**config.mk**
```make
export PLATFORM = sky130hd
export DESIGN_NAME = bin2bcd_display_flat
export DESIGN_NICKNAME = d
export VERILOG_FILES = /design/src/rtl/bin2bcd_display_if.sv /design/src/rtl/bin2bcd_display.sv /design/src/flat_wrapper.sv
export SDC_FILE = /design/constraint.sdc
export NUM_CORES = 1
export LEC_CHECK = 0
export CAP_MARGIN = 30
export CORE_MARGIN = 4
export CORE_UTILIZATION = 30
export DETAILED_ROUTE_END_ITERATION = 16
export MAX_ROUTING_LAYER = met4
export REMOVE_ABC_BUFFERS = 1
export SLEW_MARGIN = 0
export SYNTH_ARGS = -nofsm -noshare
export SYNTH_HDL_FRONTEND = slang
export SYNTH_SLANG_ARGS = --single-unit
```
**constraint.sdc**
```tcl
create_clock -name CLK -period 2.3 [get_ports CLK]
set_input_delay 0.46 -clock CLK [delete_from_list [all_inputs] [get_ports CLK]]
set_output_delay 0.46 -clock CLK [all_outputs]
set_load 0.03 [all_outputs]
```
**src/rtl/bin2bcd_display_if.sv**
```systemverilog
//------------------------------------------------------------------------------
// Module   : bin2bcd_display_if
// Purpose  : Request/result bundle between a binary source and the BCD display driver.
// Revision : 1.0 - initial release
//------------------------------------------------------------------------------
`default_nettype none

interface bin2bcd_display_if;
  logic        START;
  logic [7:0]  BIN;
  logic        BUSY;
  logic        DONE;
  logic [11:0] BCD;
  logic [7:0]  SS2;
  logic [7:0]  SS1;
  logic [7:0]  SS0;

  modport master (
    output START, BIN,
    input  BUSY, DONE, BCD, SS2, SS1, SS0
  );

  modport slave (
    input  START, BIN,
    output BUSY, DONE, BCD, SS2, SS1, SS0
  );
endinterface

`default_nettype wire

```
**src/rtl/bin2bcd_display.sv**
```systemverilog
//------------------------------------------------------------------------------
// Module   : bin2bcd_display
// Purpose  : Iterative double-dabble 8-bit to 3-digit BCD with registered 7-seg patterns.
// Revision : 1.0 - initial release
//------------------------------------------------------------------------------
`default_nettype none

module bin2bcd_display #(
  parameter bit BLANK_LEADING = 1'b1
) (
  input  wire logic         CLK,
  input  wire logic         RST,
  bin2bcd_display_if.slave  if_bus
);

  localparam logic [7:0] c_SS_ZERO     = 8'h3F;
  localparam logic [7:0] c_SS_LEAD_RST = BLANK_LEADING ? 8'h00 : 8'h3F;

  typedef enum logic [0:0] {
    ST_IDLE  = 1'b0,
    ST_SHIFT = 1'b1
  } state_t;

  state_t      r_state;
  logic [19:0] r_work;
  logic [2:0]  r_step;
  logic        r_busy;
  logic        r_done;
  logic [11:0] r_bcd;
  logic [7:0]  r_ss2;
  logic [7:0]  r_ss1;
  logic [7:0]  r_ss0;

  logic [11:0] w_adj;
  logic [19:0] w_next;
  logic [11:0] w_fin;
  logic        w_blank2;
  logic        w_blank1;
  logic [7:0]  w_ss2;
  logic [7:0]  w_ss1;
  logic [7:0]  w_ss0;

  function automatic logic [3:0] add3(input logic [3:0] d);
    return (d >= 4'd5) ? d + 4'd3 : d;
  endfunction

  function automatic logic [7:0] seg(input logic [3:0] d);
    logic [7:0] p;
    case (d)
      4'd0:    p = 8'h3F;
      4'd1:    p = 8'h06;
      4'd2:    p = 8'h5B;
      4'd3:    p = 8'h4F;
      4'd4:    p = 8'h66;
      4'd5:    p = 8'h6D;
      4'd6:    p = 8'h7D;
      4'd7:    p = 8'h07;
      4'd8:    p = 8'h7F;
      4'd9:    p = 8'h6F;
      default: p = 8'h00;
    endcase
    return p;
  endfunction

  // Adjust then shift; on the eighth step w_fin is the finished result.
  always_comb begin
    w_adj    = {add3(r_work[19:16]), add3(r_work[15:12]), add3(r_work[11:8])};
    w_next   = {w_adj, r_work[7:0]} << 1;
    w_fin    = w_next[19:8];
    w_blank2 = BLANK_LEADING && (w_fin[11:8] == 4'd0);
    w_blank1 = w_blank2 && (w_fin[7:4] == 4'd0);
    w_ss2    = w_blank2 ? 8'h00 : seg(w_fin[11:8]);
    w_ss1    = w_blank1 ? 8'h00 : seg(w_fin[7:4]);
    w_ss0    = seg(w_fin[3:0]);
  end

  always_ff @(posedge CLK or posedge RST) begin
    if (RST) begin
      r_state <= ST_IDLE;
      r_work  <= 20'd0;
      r_step  <= 3'd0;
      r_busy  <= 1'b0;
      r_done  <= 1'b0;
      r_bcd   <= 12'h000;
      r_ss2   <= c_SS_LEAD_RST;
      r_ss1   <= c_SS_LEAD_RST;
      r_ss0   <= c_SS_ZERO;
    end else begin
      r_done <= 1'b0;
      case (r_state)
        ST_IDLE: begin
          if (if_bus.START) begin
            r_work  <= {12'd0, if_bus.BIN};
            r_step  <= 3'd0;
            r_busy  <= 1'b1;
            r_state <= ST_SHIFT;
          end
        end
        ST_SHIFT: begin
          r_work <= w_next;
          r_step <= r_step + 3'd1;
          if (r_step == 3'd7) begin
            r_bcd   <= w_fin;
            r_ss2   <= w_ss2;
            r_ss1   <= w_ss1;
            r_ss0   <= w_ss0;
            r_done  <= 1'b1;
            r_busy  <= 1'b0;
            r_state <= ST_IDLE;
          end
        end
      endcase
    end
  end

  assign if_bus.BUSY = r_busy;
  assign if_bus.DONE = r_done;
  assign if_bus.BCD  = r_bcd;
  assign if_bus.SS2  = r_ss2;
  assign if_bus.SS1  = r_ss1;
  assign if_bus.SS0  = r_ss0;

endmodule

`default_nettype wire

```
**src/flat_wrapper.sv**
```systemverilog
// flat-port wrapper written by rule: the top's interface ports become plain ports
module bin2bcd_display_flat 
#(
  parameter bit BLANK_LEADING = 1'b1
)
  (CLK, RST, if_bus_START, if_bus_BIN, if_bus_BUSY, if_bus_DONE, if_bus_BCD, if_bus_SS2, if_bus_SS1, if_bus_SS0);
  bin2bcd_display_if if_bus_i ();
  input  wire logic CLK;
  input  wire logic RST;
  input wire logic [$bits(if_bus_i.START)-1:0] if_bus_START;
  input wire logic [$bits(if_bus_i.BIN)-1:0] if_bus_BIN;
  output wire logic [$bits(if_bus_i.BUSY)-1:0] if_bus_BUSY;
  output wire logic [$bits(if_bus_i.DONE)-1:0] if_bus_DONE;
  output wire logic [$bits(if_bus_i.BCD)-1:0] if_bus_BCD;
  output wire logic [$bits(if_bus_i.SS2)-1:0] if_bus_SS2;
  output wire logic [$bits(if_bus_i.SS1)-1:0] if_bus_SS1;
  output wire logic [$bits(if_bus_i.SS0)-1:0] if_bus_SS0;
  assign if_bus_i.START = if_bus_START;
  assign if_bus_i.BIN = if_bus_BIN;
  assign if_bus_BUSY = if_bus_i.BUSY;
  assign if_bus_DONE = if_bus_i.DONE;
  assign if_bus_BCD = if_bus_i.BCD;
  assign if_bus_SS2 = if_bus_i.SS2;
  assign if_bus_SS1 = if_bus_i.SS1;
  assign if_bus_SS0 = if_bus_i.SS0;
  bin2bcd_display #(.BLANK_LEADING(BLANK_LEADING)) u_core (.CLK(CLK), .RST(RST), .if_bus(if_bus_i));
endmodule
```
# Word-level counts from Yosys, hierarchy flattened
# Memory sizes are Yosys's and may differ from the RTL's. A register that Yosys moved wholly into a read port is not among the register bits.
# Cells that the tools add are included.
# classes
muxes	17
addsub	4
bitwise_logic	1
eq_ne	3
n_reduce_logical	5
magnitude_cmp	3
# op_table
op	n
$pmux 20 s2	1
$mux 20	1
$mux 8	2
$ge 4x3->1 const B	3
$add 4x2->4 const B	2
$logic_not 4->1	2
$mux 4	2
$mux 1	6
$mux 3	2
$pmux 3 s2	1
$ne 2x2->1 const B	2
$pmux 1 s2	2
$reduce_and 2->1	2
$add 3x1->3 const B	1
$add 3x2->3 const B	1
$eq 3x3->1 const B	1
$logic_and 1x1->1	1
$not 1->1	1
# word_totals
n_memories	3
regBits	62
out_inout_bits	38
mem_bits_ro	336
input_bits	11
wordCells	45
# memory_table
memory	words	width	rd	rd_clocked_by_memory_dff	write_ports	line	text
(no name shown)	16	7	1	0	0	bin2bcd_display.sv:49	case (d)
(no name shown)	16	7	1	0	0	bin2bcd_display.sv:49	
(no name shown)	16	7	1	1	0	bin2bcd_display.sv:49	

# Logic depth before layout (Yosys ltp)
# Gate-level depths: netlist of the first run.
# depth
ltp_word	5
ltp_mapped	11

# Least setup slack after synthesis of the first run
# Ideal clock, no wire load.
# synth_timing
path_kind	reg-to-reg
startpoint	reg u_core.r_work[12]
endpoint	reg u_core.r_ss1[2], in the netlist u_core.if_bus.SS1[2]
path_stages_with_launch	11
t_arrival_ns	2.268
n_path_buf	0
slack_ns	-0.086
cell_sequence	dfrtp_1 -> inv_1 -> ha_1 -> nor2b_1 -> nor3_1 -> a21oi_1 -> ha_1 -> nand2_1 -> o311ai_4 -> o21ba_1 -> a21o_1
# synth_via
elab_chain_cells	5
# synth_lines
item	line	text
start: declaration	bin2bcd_display.sv:25	logic [19:0] r_work;
start signal: assignment	bin2bcd_display.sv:93	r_work <= {12'd0, if_bus.BIN};
start signal: assignment	bin2bcd_display.sv:100	r_work <= w_next;
$add 4x2->4 / $ge 4x3->1 (equally long branches)	bin2bcd_display.sv:44	return (d >= 4'd5) ? d + 4'd3 : d;
$mux 4 *	bin2bcd_display.sv:44	
branches (longest 2 deep; another with $mem_v2 16x7)	n/a	
$mux 8 *	bin2bcd_display.sv:73	w_ss1 = w_blank1 ? 8'h00 : seg(w_fin[7:4]);
end signal: assignment	bin2bcd_display.sv:86	r_ss1 <= c_SS_LEAD_RST;
end signal: assignment	bin2bcd_display.sv:105	r_ss1 <= w_ss1;
end: declaration	bin2bcd_display.sv:31	logic [7:0] r_ss1;
# Every way passes the cells marked *.
# A chain may end at the register's enable or synchronous reset.

# Worst setup path after layout of the first run
# layout_timing
startpoint	reg u_core.r_work[17]
endpoint	reg u_core.r_ss2[5], in the netlist u_core.if_bus.SS2[5]
# layout_via
elab_chain_cells	4
# layout_lines
item	line	text
$ge 4x3->1 / $add 3x2->3 (equally long branches)	bin2bcd_display.sv:44	
$mux 3 *	bin2bcd_display.sv:44	
$mem_v2 16x7 / $logic_not 4->1 (equally long branches)	n/a	
$mux 8 *	bin2bcd_display.sv:72	w_ss2 = w_blank2 ? 8'h00 : seg(w_fin[11:8]);
end signal: assignment	bin2bcd_display.sv:85	r_ss2 <= c_SS_LEAD_RST;
end signal: assignment	bin2bcd_display.sv:104	r_ss2 <= w_ss2;
end: declaration	bin2bcd_display.sv:30	logic [7:0] r_ss2;
# Mark *: on every way between the ends. The rest lies on a longest branch, timed or not.

==> results of run 1 <==
## logic make-up after synthesis
| group | after synthesis | share of synthesized area (%) |
|---|---|---|
| muxes | 15 | 4.741 |
| AOI/OAI and AO/OA | 97 | 18.97 |
| and+or+nand+nor | 106 | 14.69 |
| other | 1 | 0.1174 |
| xor gates and xnor gates | 4 | 1.097 |
| DFF | 59 | 46.47 |
| buffers and inverters | 38 | 5.682 |
| adders and majority gates | 21 | 8.229 |
## routing by layer
layer  GRT usage, %  up-vias
li1               -     1289
met1          16.72     1220
met2          18.13       57
met3          3.985        9
met4          3.893        0
met5              -        -
## final timing paths
path | startpoint | cells after the start | to
worst max-delay path | u_core.r_work[17]$_DFFE_PP0P_ | 10 | u_core.if_bus.SS2[5]$_DFFE_PP0P_
worst max register to register | u_core.r_work[17]$_DFFE_PP0P_ | 10 | u_core.if_bus.SS2[5]$_DFFE_PP0P_
worst min register to register | u_core.if_bus.SS0[2]$_DFFE_PP1P_ | 2 | u_core.if_bus.SS0[2]$_DFFE_PP1P_
max in group asynchronous | RST | 3 | u_core.if_bus.SS0[0]$_DFFE_PP1P_
min in group asynchronous | RST | 3 | u_core.r_work[16]$_DFFE_PP0P_
worst min-delay path | u_core.if_bus.SS0[2]$_DFFE_PP1P_ | 2 | u_core.if_bus.SS0[2]$_DFFE_PP1P_
## synth_stat cells (3+ instances only)
library cell   n
nand2_1       58
dfrtp_1       53
o21ai_0       45
ha_1          21
nor2_1        19
inv_1         16
mux2i_1       14
a21oi_1       12
nand2b_1      11
clkbuf_1       9
a21o_1         7
o21ai_1        7
dfstp_2        6
o31ai_1        6
nand3_1        5
nor3b_1        5
xnor2_1        4
a211oi_1       3
a22o_1         3
a31oi_1        3
buf_4          3
## sequential cells by signal (all words and copies together), names as in the netlist
signal and count:
u_core.r_state 1, u_core.r_step 3, u_core.if_bus.DONE 1, u_core.if_bus.SS1 7, u_core.if_bus.SS2 7, u_core.if_bus.SS0 7, u_core.if_bus.BCD 12, u_core.if_bus.BUSY 1
u_core.r_work 20
## through the flow
step / utilization (%) / hold WS [ns] / area [um2] / setup TNS (ns)
final: 39.97 / 0.4737 / 4126 / 0
after global routing: 39.97 / 0.4949 / 4126 / -0.005085
after CTS: 39.33 / 0.4802 / 4060 / 0
after detailed placement: 37.60 / 0.4709 / 3881 / 0
after global placement: 37.60 / 0.4618 / 3881 / 0
after floorplan: - / 0.4492 / 3090 / -0.09174
## cell type report
type | instances | area, um2 | area share [%]
Multi-Input combinational cell | 246 | 1579 | 38.27
Tap cell | 136 | 170.2 | 4.124
Clock inverter | 3 | 40.04 | 0.9703
Sequential cell | 59 | 1484 | 35.96
Timing Repair Buffer | 69 | 643.1 | 15.59
Inverter | 19 | 71.32 | 1.728
Clock buffer | 13 | 138.9 | 3.366
## critical path, cell delays in order, from the launching register on
cell	delay (ns)
dfrtp_1	0.37
inv_2	0.06
ha_1	0.17
nand2b_1	0.15
a21oi_2	0.20
xnor2_2	0.17
buf_4	0.17
inv_2	0.05
ha_1	0.19
or3_1	0.36
a31oi_1	0.18
## timing repair
item | 4_1_cts | 5_1_grt
setup buffers | 0 | 3
endpoints found under the setup margin | 0 | 18
gates resized for setup | 0 | 16
==> run metrics, run 1 <==
Filler cells 1049; die height 111.2 um; worst-case clock buffer depth 2; syn_area_per_cell ~9.4 um2; max cap viols 0; commonest non-fill, non-tap cell in the layout nand2_1; setup ws final around 0.12 ns; Worst EP required roughly 2.6 ns; fmax 0.4596 GHz; first-pass GRT wire length approximately 12000 um; post-synthesis instance total ~340; clock root cell clkbuf_8; Worst-Margin Slew 0.5760 ns; clock skew approximately 0.0091 ns; area grow syn2layout 29.23%; Die Footprint ~0.012 mm2; outcome finished clean; post-synthesis sequential area ratio 46.47%; reg-to-reg setup timing slack approximately 0.12 ns; post-route insts no fill 545; cell row count 37; initial antenna violation count 0; Synth async-reset ratio 100.0%; layout net count roughly 440; unique cell type count in the Yosys netlist between 40 and 50; # H-tree levels 3; Yosys reg bits 59; Final ANT Viol Nets 0; total routed wirelength around 7400 um; Via density between 4 and 5; dpl cells between 500 and 600; GRT Util Overall 12.51%; routability cong. about 0.80; routed vias between 2k and 3k; Top FF cell, synth dfrtp_1; HP Class reg -> reg; Mapped Area between 0.003 and 0.004 mm2; final routed DRC violation total 0; CP Launch Type flop; Initial DRT Pass Iterations 5; Die X ~110 um; final hold violation count 0; min Tclk post-route roughly 2.2 ns; Avg WL per Cell about 14 um; Max Slew Vio Count 0; RSZ-0062 raised after global routing true; Routed met2 length 3312 um; wl on met1 3685 um; Setup Crit Path Kind reg -> reg; port bufs 45; DP Wirelength roughly 5000 um; number of synthesized flops with an enable pin 0; antenna cells 0; share of layout cells above drive strength 1 around 16%; hold_buf cts 0; nature of the critical path endpoint flop; CTS tree built; Initial Util ~31%; core box area 0.01032 mm2; total CTS buffers 9; met3 WL approximately 320 um; DR iter-0 viols between 70 and 80; synth top area cells dfrtp_1 (42%), ha_1 (8.2%), o21ai_0 (7.1%); headroom to the max-slew limit 61.20%; final setup vio count 0; dpl ws 0.07979 ns; worst-path maximum fanout 4; Worst-path clk slew 0.07 ns; period utilization 94.59%; I/O pin total 49; gr ovfl total 0; largest net degree at the start of global routing 60; Syn. warnings 0; Synth top area share 41.54%; Synth area leader dfrtp_1; Sink Count between 50 and 60; clk_lat worst skew roughly 0.34 ns; most frequent cells in the layout nand2_1 (58), dfrtp_1 (53), clkdlybuf4s50_1 (45), o21ai_0 (44), buf_4 (23); top layer in use met4; vias in the first global route around 2.5k; CP arrival 2.43 ns
Power of run 1 is left out: the tool's default activity adds up to more than one toggle a clock period on the data nets, which glitch-free logic cannot reach.
==> run 2, diff against run 1 <==
--- a/config.mk
+++ b/config.mk
@@ -6,10 +6,12 @@
 export NUM_CORES = 1
 export LEC_CHECK = 0
 export CAP_MARGIN = 30
+export CELL_PAD_IN_SITES_DETAIL_PLACEMENT = 1
+export CELL_PAD_IN_SITES_GLOBAL_PLACEMENT = 2
 export CORE_MARGIN = 4
 export CORE_UTILIZATION = 30
 export DETAILED_ROUTE_END_ITERATION = 16
-export MAX_ROUTING_LAYER = met4
+export PLACE_DENSITY_LB_ADDON = 0.1
 export REMOVE_ABC_BUFFERS = 1
 export SLEW_MARGIN = 0
 export SYNTH_ARGS = -nofsm -noshare
==> run 2 against run 1 <==
Register-to-register slack better by 0.06 ns. Worst setup slack improved by 0.057 ns. Global-route usage up 1.8 points. Via count up 1.1%. Utilization up 0.80 points. Non-clock buffer count is 5 higher. Critical path depth is the same. Critical path type unchanged. Critical endpoint unchanged.
==> run metrics, run 2 (synthesis gave the netlist of run 1 again) <==
outcome finished clean; Avg WL per Cell 14.95 um (+10%); port bufs 45 (unchanged); Routed met2 length 3790 um (+14%); HP Class reg -> reg; reg-to-reg setup timing slack 0.18 ns (+0.06 ns); final setup vio count 0 (unchanged); reg-to-reg startpoint u_core.r_work[17]$_DFFE_PP0P_; final setup TNS 0 ns (unchanged); Final ANT Viol Nets 0 (unchanged); commonest non-fill, non-tap cell in the layout nand2_1; hold_buf cts 0 (unchanged); Hold Crit Endpoint u_core.if_bus.SS0[1]$_DFFE_PP1P_; DR iter-0 viols 59 (-19%); CP Launch Type flop; fmax 0.4720 GHz (+2.7%); antenna cells 0 (unchanged); final routed DRC violation total 0 (unchanged); vias in the first global route 2778 (+13%); Worst EP required 2.57 ns (+0.02 ns); worst-case clock buffer depth 2 (unchanged); Hold Path Depth 2 (unchanged); clk_lat worst skew 0.35 ns (about the same); core box area 0.01032 mm2 (unchanged); Die X 111.2 um (unchanged); gr ovfl total 0 (unchanged); die height 111.2 um (unchanged); I/O pin total 49 (unchanged); clock skew 0.01184 ns (+0.002735 ns); min Tclk post-route 2.119 ns (-0.05711 ns); share of layout cells above drive strength 1 18.12% (+2.0 points); total CTS buffers 9 (unchanged); largest net degree at the start of global routing 60 (unchanged); RSZ-0062 raised after global routing false; initial antenna violation count 0 (unchanged); Initial Util 30.93% (unchanged); wl on met1 4094 um (+11%); nature of the critical path endpoint flop; most frequent cells in the layout nand2_1 (57), dfrtp_1 (53), clkdlybuf4s50_1 (45), o21ai_0 (42), buf_4 (27); final hold violation count 0 (unchanged); total routed wirelength 8225 um (+11%); CP arrival 2.39 ns (-0.04 ns); Setup Crit Path Kind reg -> reg; GRT Util Overall 14.31% (+1.8 points); cell row count 37 (unchanged); max cap viols 0 (unchanged); met3 WL 261 um (-19%); DP Wirelength 5680 um (+14%); period utilization 92.11% (-2.5 points); max reg flops 20 (unchanged); routability cong. 0.7297 (-9.3%); Via density 4.733 (+0.17%); r2r endpoint u_core.if_bus.SS2[5]$_DFFE_PP0P_; CTS tree built; largest reg by FF count u_core.r_work; Hold Startpoint u_core.if_bus.SS0[1]$_DFFE_PP1P_; top layer in use met4; layout net count 441 (+1.1%); routed vias 2603 (+1.1%); cells on worst reg2reg path 10 (unchanged); worst-path maximum fanout 4 (unchanged); Worst-path clk slew 0.07 ns (about the same); clock root cell clkbuf_8; area grow syn2layout 31.82%; Initial DRT Pass Iterations 4 (-1); first-pass GRT wire length 14130 um (+15%); # H-tree levels 3 (unchanged); Die Footprint 0.01236 mm2 (unchanged); Max Slew Vio Count 0 (unchanged); Sink Count 59 (unchanged)
## run 2: changes by cell type in the layout (fill, tap and decap cells not counted), sizes merged
cell      change
clkbuf        +1
clkinvlp      +1
clkinv        -1
bufinv        -1
buf           +5
## run 2: worst max-delay path by stage
stage | from | cells after the start | to
finish | u_core.r_work[17]$_DFFE_PP0P_ | 10 | u_core.if_bus.SS2[5]$_DFFE_PP0P_
global route | u_core.r_work[17]$_DFFE_PP0P_ | 10 | u_core.if_bus.SS2[5]$_DFFE_PP0P_
CTS | u_core.r_work[13]$_DFFE_PP0P_ | 11 | u_core.if_bus.SS1[2]$_DFFE_PP0P_
detailed placement | u_core.r_work[12]$_DFFE_PP0P_ | 10 | u_core.if_bus.SS1[2]$_DFFE_PP0P_
global placement | u_core.r_work[12]$_DFFE_PP0P_ | 10 | u_core.if_bus.SS1[2]$_DFFE_PP0P_
floorplan | u_core.r_work[12]$_DFFE_PP0P_ | 10 | u_core.if_bus.SS1[2]$_DFFE_PP0P_
## run 2: area by class of cell
cell class              instances  area, um2
clock buffers                  14      162.7
clock inverters                 2      12.51
fillers                      1208       6115
inverters                      19      71.32
multi-input cells             246       1615
flip-flops and latches         59       1484
well taps                     136      170.2
repair buffers                 74      693.2
## run 2: timing repair
action / 4_1_cts / 5_1_grt
hold endpoints to repair: 0 / 0
endpoints found under the setup margin: 0 / 14
setup buffers: 0 / 4
resized for setup: 0 / 22
## run 2: routing by layer
layer | GRT usage (%) | up-vias
met4 | 4.380 | 0
met3 | 4.312 | 5
met2 | 22.36 | 25
met1 | 19.09 | 1275
met5 | 0 | -
li1 | - | 1298
## run 2: critical path: stages (launching register included)
cell and delay [ns]:
dfrtp_1 0.38, inv_2 0.06, ha_1 0.17, nand2b_1 0.15
a21oi_2 0.19, xnor2_2 0.14, buf_4 0.15, inv_1 0.07
ha_1 0.19, or3_1 0.37, a31oi_1 0.16
## run 2: stage by stage
step / hold slack [ns] / cell area, um2 / cells / utilization (%) / setup WS, ns
after floorplan: 0.4492 / 3090 / 324 / - / -0.09174
after global placement: 0.4605 / 3924 / 530 / 38.01 / 0.03573
after detailed placement: 0.4653 / 3924 / 530 / 38.01 / 0.05302
after CTS: 0.4751 / 4099 / 546 / 39.70 / 0.02690
after global routing: 0.5008 / 4209 / 550 / 40.77 / 0.003361
final: 0.4706 / 4209 / 550 / 40.77 / 0.1815
Power of run 2 is left out for the same reason.
==> run 3, diff against run 2 <==
--- a/config.mk
+++ b/config.mk
@@ -10,6 +10,7 @@
 export CELL_PAD_IN_SITES_GLOBAL_PLACEMENT = 2
 export CORE_MARGIN = 4
 export CORE_UTILIZATION = 30
+export CTS_BUF_LIST = sky130_fd_sc_hd__clkbuf_8
 export DETAILED_ROUTE_END_ITERATION = 16
 export PLACE_DENSITY_LB_ADDON = 0.1
 export REMOVE_ABC_BUFFERS = 1
==> run 3 against run 2 <==
Non-clock buffer count unchanged. Sequential cell count unchanged. Maximum frequency up 0.19%. Largest cell class unchanged.
==> run metrics, run 3 (synthesis gave the netlist of run 1 again) <==
outcome finished clean; gr ovfl total 0 (unchanged); HP Class reg -> reg; min Tclk post-route 2.114 ns (-0.004078 ns); final setup vio count 0 (unchanged); routed vias 2599 (-0.15%); dpl cells 530 (unchanged); clock skew 0.01265 ns (+0.0008184 ns); I/O pin total 49 (unchanged); period utilization 91.93% (-0.18 points); DP Area 0.003924 mm2 (unchanged); worst-case clock buffer depth 2 (unchanged); cell row count 37 (unchanged); CP Launch Type flop; most frequent cells in the layout nand2_1 (57), dfrtp_1 (53), clkdlybuf4s50_1 (45), o21ai_0 (42), buf_4 (27); CP arrival 2.36 ns (-0.03 ns); DP Wirelength 5680 um (unchanged); GRT Util Overall 14.31% (unchanged); port bufs 45 (unchanged); Via density 4.725 (-0.15%); routability cong. 0.7297 (unchanged); die height 111.2 um (unchanged); max cap viols 0 (unchanged); Final ANT Viol Nets 0 (unchanged); commonest non-fill, non-tap cell in the layout nand2_1; fmax 0.4729 GHz (+0.19%); total CTS buffers 9 (unchanged); Setup Crit Path Kind reg -> reg; Initial DRT Pass Iterations 4 (unchanged); core box area 0.01032 mm2 (unchanged); Filler cells 1208 (unchanged); layout net count 441 (unchanged); Avg WL per Cell 14.97 um (+0.12%); initial antenna violation count 0 (unchanged); CTS tree built; # H-tree levels 3 (unchanged); Sink Count 59 (unchanged); largest reg by FF count u_core.r_work; vias in the first global route 2778 (unchanged); clock root cell clkbuf_8; final hold violation count 0 (unchanged); DR iter-0 viols 63 (+6.8%); area grow syn2layout 31.82% (unchanged); max reg flops 20 (unchanged); Max Slew Vio Count 0 (unchanged); Die Footprint 0.01236 mm2 (unchanged); largest net degree at the start of global routing 60 (unchanged); Layout Cell Area excl Fill 0.004209 mm2 (unchanged); Worst EP required 2.54 ns (-0.03 ns); antenna cells 0 (unchanged); share of layout cells above drive strength 1 18.12% (unchanged); clk_lat worst skew 0.35 ns (about the same); total routed wirelength 8235 um (+0.12%); first-pass GRT wire length 14130 um (unchanged); final routed DRC violation total 0 (unchanged); RSZ-0062 raised after global routing false; post-route insts no fill 550 (unchanged); Worst-path clk slew 0.07 ns (about the same); Initial Util 30.93% (unchanged); Die X 111.2 um (unchanged); nature of the critical path endpoint flop; worst-path maximum fanout 3 (-1)
run 3: changes by cell type in the layout (fill, tap and decap cells not counted):
cell,before,now
clkbuf_1,3,0
inv_1,11,14
run 3: worst paths after layout:
| check | from | end | slack, ns | depth (start not counted) |
|---|---|---|---|---|
| worst min register to register | u_core.if_bus.SS0[1]$_DFFE_PP1P_ | u_core.if_bus.SS0[1]$_DFFE_PP1P_ | 0.47 | 2 |
| worst min-delay path | u_core.if_bus.SS0[1]$_DFFE_PP1P_ | u_core.if_bus.SS0[1]$_DFFE_PP1P_ | 0.47 | 2 |
| min in group asynchronous | RST | u_core.if_bus.SS2[3]$_DFFE_PP0P_ | 0.50 | 3 |
| worst max-delay path | u_core.r_work[13]$_DFFE_PP0P_ | u_core.if_bus.SS1[2]$_DFFE_PP0P_ | 0.19 | 11 |
| max in group asynchronous | RST | u_core.if_bus.SS0[3]$_DFFE_PP1P_ | 1.50 | 3 |
| worst max register to register | u_core.r_work[13]$_DFFE_PP0P_ | u_core.if_bus.SS1[2]$_DFFE_PP0P_ | 0.19 | 11 |
run 3: repair_timing:
item | CTS | global route
hold buffers | 0 | 0
gates resized for setup | 0 | 22
setup buffers | 0 | 4
setup endpoints to repair | 0 | 14
run 3: worst max-delay path, cell delays in order, from the launching register on:
cell and delay, ns:
dfrtp_1 0.35, inv_1 0.07, ha_1 0.20, nand2b_1 0.18, a21oi_2 0.20, xnor2_2 0.09, inv_1 0.09, ha_2 0.20
nand2_2 0.08, o311ai_4 0.23, o21ba_4 0.19, a21o_1 0.14
run 3: layout make-up:
cell class                 count  area [um2]  area share [%]
clock inverter                 5       23.77          0.5648
sequential                    59        1484           35.26
multi-input combinational    246        1615           38.38
clock buffer                  11       151.4           3.597
tap                          136       170.2           4.043
timing repair buffer          74       693.2           16.47
inverter                      19       71.32           1.694
run 3: metal layers:
layer / GRT usage, % / vias to the layer above / wire length, um
li1: - / 1298 / -
met1: 19.09 / 1269 / 4105
met2: 22.36 / 25 / 3783
met3: 4.312 / 7 / 263
met4: 4.380 / 0 / 82
met5: 0 / - / 0
run 3: metrics by stage:
step / TNS [ns] / worst slack, ns / utilization, % / hold WS (ns)
2_1_floorplan: -0.09174 / -0.09174 / - / 0.4492
3_3_place_gp: 0 / 0.03573 / 38.01 / 0.4605
3_5_place_dp: 0 / 0.05302 / 38.01 / 0.4653
4_1_cts: 0 / 0.02738 / 39.70 / 0.4751
5_1_grt: 0 / 0.003645 / 40.77 / 0.5008
6_report: 0 / 0.1856 / 40.77 / 0.4706
Power of run 3 is left out for the same reason.
